[src/rtl/cache_req_arb.sv]
// rtl/cache_req_arb.sv - two-requester p0 arbiter with in-order read response routing
// Optional feature macro: CACHE_ARB_FIXED_PRIO_EN (requester 0 always wins ties instead of round-robin).
module cache_req_arb #(
   parameter int ADDR_WIDTH  = 32,
   parameter int DATA_WIDTH  = 32,
   parameter int WMASK_WIDTH = 4,
   parameter int MAX_OUTST   = 4
) (
   input  logic                         clk,
   input  logic                         reset,
   input  logic                         r0_vld_i,
   output logic                         r0_rdy_o,
   input  logic [ADDR_WIDTH-1:0]        r0_addr_i,
   input  logic                         r0_web_i,
   input  logic [DATA_WIDTH-1:0]        r0_wdat_i,
   input  logic [WMASK_WIDTH-1:0]       r0_wmask_i,
   output logic                         r0_dvld_o,
   input  logic                         r0_drdy_i,
   output logic [DATA_WIDTH-1:0]        r0_ddat_o,
   input  logic                         r1_vld_i,
   output logic                         r1_rdy_o,
   input  logic [ADDR_WIDTH-1:0]        r1_addr_i,
   input  logic                         r1_web_i,
   input  logic [DATA_WIDTH-1:0]        r1_wdat_i,
   input  logic [WMASK_WIDTH-1:0]       r1_wmask_i,
   output logic                         r1_dvld_o,
   input  logic                         r1_drdy_i,
   output logic [DATA_WIDTH-1:0]        r1_ddat_o,
   output logic                         c_uvld_o,
   input  logic                         c_urdy_i,
   output logic [ADDR_WIDTH-1:0]        c_addr_o,
   output logic                         c_web_o,
   output logic [DATA_WIDTH-1:0]        c_wdat_o,
   output logic [WMASK_WIDTH-1:0]       c_wmask_o,
   input  logic                         c_dvld_i,
   output logic                         c_drdy_o,
   input  logic [DATA_WIDTH-1:0]        c_ddat_i,
   output logic [$clog2(MAX_OUTST):0]   outst_o,
   output logic                         err_o
);
   localparam int PW = $clog2(MAX_OUTST);
   localparam int CW = PW + 1;

   logic [MAX_OUTST-1:0] route_q;
   logic [PW-1:0]        wptr_q;
   logic [PW-1:0]        rptr_q;
   logic [CW-1:0]        count_q;
   logic                 lock_q;
   logic                 lock_gnt_q;
   logic                 err_q;
`ifndef CACHE_ARB_FIXED_PRIO_EN
   logic                 rr_last_q;
`endif

   logic gnt;
   logic gnt_vld;
   logic stall;
   logic accept;
   logic push;
   logic pop;
   logic empty;
   logic full;
   logic head;

   // A locked grant stays put until the controller takes the held request.
   always_comb begin
      gnt = 1'b0;
      if (lock_q) begin
         gnt = lock_gnt_q;
      end else if (r0_vld_i && r1_vld_i) begin
`ifdef CACHE_ARB_FIXED_PRIO_EN
         gnt = 1'b0;
`else
         gnt = ~rr_last_q;
`endif
      end else if (r1_vld_i) begin
         gnt = 1'b1;
      end
   end

   always_comb begin
      if (gnt) begin
         gnt_vld   = r1_vld_i;
         c_addr_o  = r1_addr_i;
         c_web_o   = r1_web_i;
         c_wdat_o  = r1_wdat_i;
         c_wmask_o = r1_wmask_i;
      end else begin
         gnt_vld   = r0_vld_i;
         c_addr_o  = r0_addr_i;
         c_web_o   = r0_web_i;
         c_wdat_o  = r0_wdat_i;
         c_wmask_o = r0_wmask_i;
      end
   end

   assign empty    = (count_q == '0);
   assign full     = (count_q == CW'(MAX_OUTST));
   // Uses registered fullness only, so a same-cycle pop cannot release a stalled read.
   assign stall    = c_web_o && full;
   assign c_uvld_o = gnt_vld && !stall;
   assign r0_rdy_o = !gnt && c_urdy_i && !stall;
   assign r1_rdy_o =  gnt && c_urdy_i && !stall;
   assign accept   = c_uvld_o && c_urdy_i;
   assign push     = accept && c_web_o;

   assign head      = route_q[rptr_q];
   assign r0_dvld_o = c_dvld_i && !empty && !head;
   assign r1_dvld_o = c_dvld_i && !empty &&  head;
   assign c_drdy_o  = !empty && (head ? r1_drdy_i : r0_drdy_i);
   assign r0_ddat_o = c_ddat_i;
   assign r1_ddat_o = c_ddat_i;
   assign pop       = c_dvld_i && c_drdy_o;

   assign outst_o = count_q;
   assign err_o   = err_q;

   always_ff @(posedge clk) begin
      if (!reset) begin
         route_q    <= '0;
         wptr_q     <= '0;
         rptr_q     <= '0;
         count_q    <= '0;
         lock_q     <= 1'b0;
         lock_gnt_q <= 1'b0;
         err_q      <= 1'b0;
`ifndef CACHE_ARB_FIXED_PRIO_EN
         rr_last_q  <= 1'b1;
`endif
      end else begin
         if (push) begin
            route_q[wptr_q] <= gnt;
            wptr_q          <= wptr_q + PW'(1);
         end
         if (pop) begin
            rptr_q <= rptr_q + PW'(1);
         end
         case ({push, pop})
            2'b10:   count_q <= count_q + CW'(1);
            2'b01:   count_q <= count_q - CW'(1);
            default: count_q <= count_q;
         endcase
         if (accept) begin
            lock_q <= 1'b0;
         end else if (c_uvld_o) begin
            lock_q <= 1'b1;
         end
         if (!lock_q) begin
            lock_gnt_q <= gnt;
         end
`ifndef CACHE_ARB_FIXED_PRIO_EN
         if (accept) begin
            rr_last_q <= gnt;
         end
`endif
         // A beat with nothing to route is left unconsumed and flagged.
         if (c_dvld_i && empty) begin
            err_q <= 1'b1;
         end
      end
   end
endmodule

[config.mk]
export PLATFORM = sky130hd
export DESIGN_NAME = cache_req_arb
export DESIGN_NICKNAME = d
export VERILOG_FILES = /design/src/rtl/cache_req_arb.sv
export SDC_FILE = /design/constraint.sdc
export NUM_CORES = 1
export LEC_CHECK = 0
export ABC_AREA = 1
export CORE_AREA = 2 2 123 125
export DETAILED_ROUTE_END_ITERATION = 16
export DIE_AREA = 0 0 125 127
export GPL_ROUTABILITY_DRIVEN = 0
export GPL_TIMING_DRIVEN = 0
export HOLD_SLACK_MARGIN = 0.12
export SETUP_SLACK_MARGIN = 0.1
export SYNTH_ARGS = -nofsm -noshare
export SYNTH_HDL_FRONTEND = slang
export SYNTH_SLANG_ARGS = --single-unit
[constraint.sdc]
create_clock -name clk -period 2 [get_ports clk]
set_input_delay 0.2 -clock clk [delete_from_list [all_inputs] [get_ports clk]]
set_output_delay 0.2 -clock clk [all_outputs]
set_load 0.05 [all_outputs]
==> out/qor.txt <==
Layout Nets: 895
First-pass DRT Iterations: 4
H-tree Lvls: 1
Crit path largest cell delay: 360 ps
Starting Density: 15.4%
Max Cap Viol: 0
Worst r2r src: lock_q
Final hold viol count: 0
Final Skew: 3.97 ps
Die area: 15900 um2
Maximum vdd drop: 0.000279 V
Number of flops mapped to enable cells by yosys: 0
WHS: 450 ps
Internal reg-to-reg setup slack: 30 ps
Crit-path max FO: 4
Worst setup path category: reg -> reg
Unrepaired setup endpoints after global routing: true
Cell mode on critical path: o21ai_1
Die width: 125 um
Layout overhead on the synthesized area: 145%
Post-DRT Antenna Nets: 0
Io pins: 321
Status: complete, no violations
DIE HEIGHT: 127 um
Crit start category: flip-flop
Vias in the first global route: 3190
Design area: 5430 um2
Fill cell count: 1573
Post-place setup slack: -1030 ps
Total GRT Usage: 13.3%
Worst EP arrival: 2100 ps
Leading area contributor after synthesis: nand2_1
First-pass GRT wire length: 16.9 mm
Register bit total from synthesis: 15
Core box area: 14400 um2
Ant diodes: 0
# DRC: 0
Worst slew pin tran: 575 ps
Avg Synthesized Cell Area: 5.38 um2
Worst Hold Launch: err_o
Hold path cells: 2
Sequential area share after synthesis: 13.6%
Total gr overflow: 0
Synthesized area: 2220 um2
Clock-pin slew on the worst setup and hold paths: 50 ps
Synthesis Warnings: 0
Tmin final: 1970 ps
Slowest CP cell: dfxtp_4
Final worst slack: 34.7 ps
Clock root cell: clkbuf_16
Drt via density: 3.78
Fmax: 0.509 GHz
Max Slew Vio Count: 0
Initial antenna violation count: 0
CTS Buffer Depth: 2
Netlist cell types: 24
Pwr dens: 554 nW/um2
CP endpoint kind: flip-flop
Sink Count: 15
Syn_nets: 596
Routed WL per cell: 13.1 um
PortBufs: 288
Total CTS buffers: 3
Vias: 3380
Tightest Hold Check Type: reg -> reg
Yosys top cell area share: 38.6%
Worst reg2reg endpoint: outst_o[2]
Worst path required time: 2130 ps
Final setup viols: 0
Fin util: 37.7%
R2R cell count: 13
Cell Chain, Critical Path: nand2_4 > or2_1 > nand2_1 > inv_2 > nand4_4 > buf_6 > ha_4 > inv_4 > fa_2 > a21oi_2 > o21ai_1 > o21ai_1 > a21oi_1
CTS tree: built
Hold Path End: err_o
Layout cells sized above 1: 27.0%
Largest net degree at the start of global routing: 11
Post-Place Cell Area: 5390 um2
Top cells by count, synth: nand2_1, buf_4, inv_1
Synth Instances: 412
Dpl hpwl: 9.97 mm
Relative slew slack: 61.5%
Initial DRC count: 76
Top cells by area, synth: nand2_1, buf_4, dfxtp_1
Skew-Pair Late Insertion Delay: 240 ps
Final worst-path cycle share: 98.3%
Asr flop ratio synth: 0%
Setup TNS: 0 ps
Drt total wl: 11.7 mm
Row count: 44
Count leader, synth: nand2_1
Synth Flop Type: dfxtp_1
Leak pwr: 0.00271 uW
-- cells in the final DEF, fill, tap and decap left out, drive strengths merged --
cell / Yosys / layout
clkdlybuf4s50: 0 / 211
nor3b: 1 / 1
nand3: 9 / 9
buf: 73 / 138
ha: 5 / 5
a21oi: 8 / 8
nor2: 16 / 16
clkdlybuf4s15: 0 / 1
nor3: 5 / 5
dlygate4sd2: 0 / 5
inv: 27 / 27
dfxtp: 15 / 15
o21ai: 5 / 5
nand4: 3 / 3
o21bai: 4 / 4
fa: 1 / 1
clkinv: 0 / 1
nand2: 231 / 231
clkbuf: 8 / 23
or2: 1 / 1
-- routing by layer --
| metal | global-route usage, % | routed length (um) | vias to the layer above |
|---|---|---|---|
| met5 | 0 | 0 | - |
| li1 | - | - | 1768 |
| met3 | 3.31 | 969 | 4 |
| met1 | 14.9 | 4480 | 1430 |
| met2 | 26.2 | 6180 | 178 |
| met4 | 1.05 | 55 | 0 |
-- cell type report --
type                       count  area, um2  share of cell area [%]
inverter                      27        104                    1.91
multi-input combinational    289       1330                    24.5
tap                          184        230                    4.24
clock buffer                   3       75.1                    1.38
timing repair buffer         294       2740                    50.4
clock inverter                 1       5.00                  0.0921
buffer                        81        629                    11.6
sequential                    15        320                    5.90
-- worst max-delay path: cells and delay by family (launching register included) --
kind	cells	cell delay (ps)
DFF	1	360
AOI/OAI and AO/OA	4	380
and+or+nand+nor	4	450
adders and majority gates	2	460
buffers and inverters	3	200
-- kinds of logic after synthesis --
group | count (synthesis) | share of synthesized area, %
AOI/OAI and AO/OA | 17 | 4.29
adders and majority gates | 6 | 3.73
buffers and inverters | 108 | 29.9
DFF | 15 | 13.6
and+or+nand+nor | 266 | 48.5
-- state kept, by name, summed over array words and instances, names as in the netlist --
name	cells
rr_last_q	1
rptr_q	2
route_q	4
err_o	1
lock_q	1
lock_gnt_q	1
outst_o	3
wptr_q	2
-- worst max path at each step --
stage                     cells past startpoint      endpoint  slack [ps]  startpoint
after floorplan                              13    outst_o[1]          70      lock_q
after global placement                        9   c_addr_o[2]       -1030    r0_vld_i
after detailed placement                      9  c_addr_o[30]       -1030    r0_vld_i
after CTS                                     8  c_wdat_o[25]          10      lock_q
after global routing                         13    outst_o[2]        -110      lock_q
final                                        13    outst_o[2]          30      lock_q
-- report_power, final --
| group | switching, uW | internal (uW) | leakage [uW] |
|---|---|---|---|
| registers | 18.4 | 322 | 0.000127 |
| logic | 1430 | 855 | 0.00255 |
| clock network | 119 | 267 | 0.0000409 |
-- per-stage QoR --
step,instances,total power [uW]
floorplan,412,1750
global placement,884,2670
detailed placement,884,2670
CTS,893,3020
global route,894,3170
finish,894,3010
-- repair_timing --
action | 4_1_cts | 5_1_grt
gates resized for setup | 446 | 26
hold buffers | 0 | 0
pin swaps | 5 | 5
setup endpoints to repair | 77 | 36
setup buffers | 5 | 1
No activity file was read; power rests on OpenSTA's default activity.
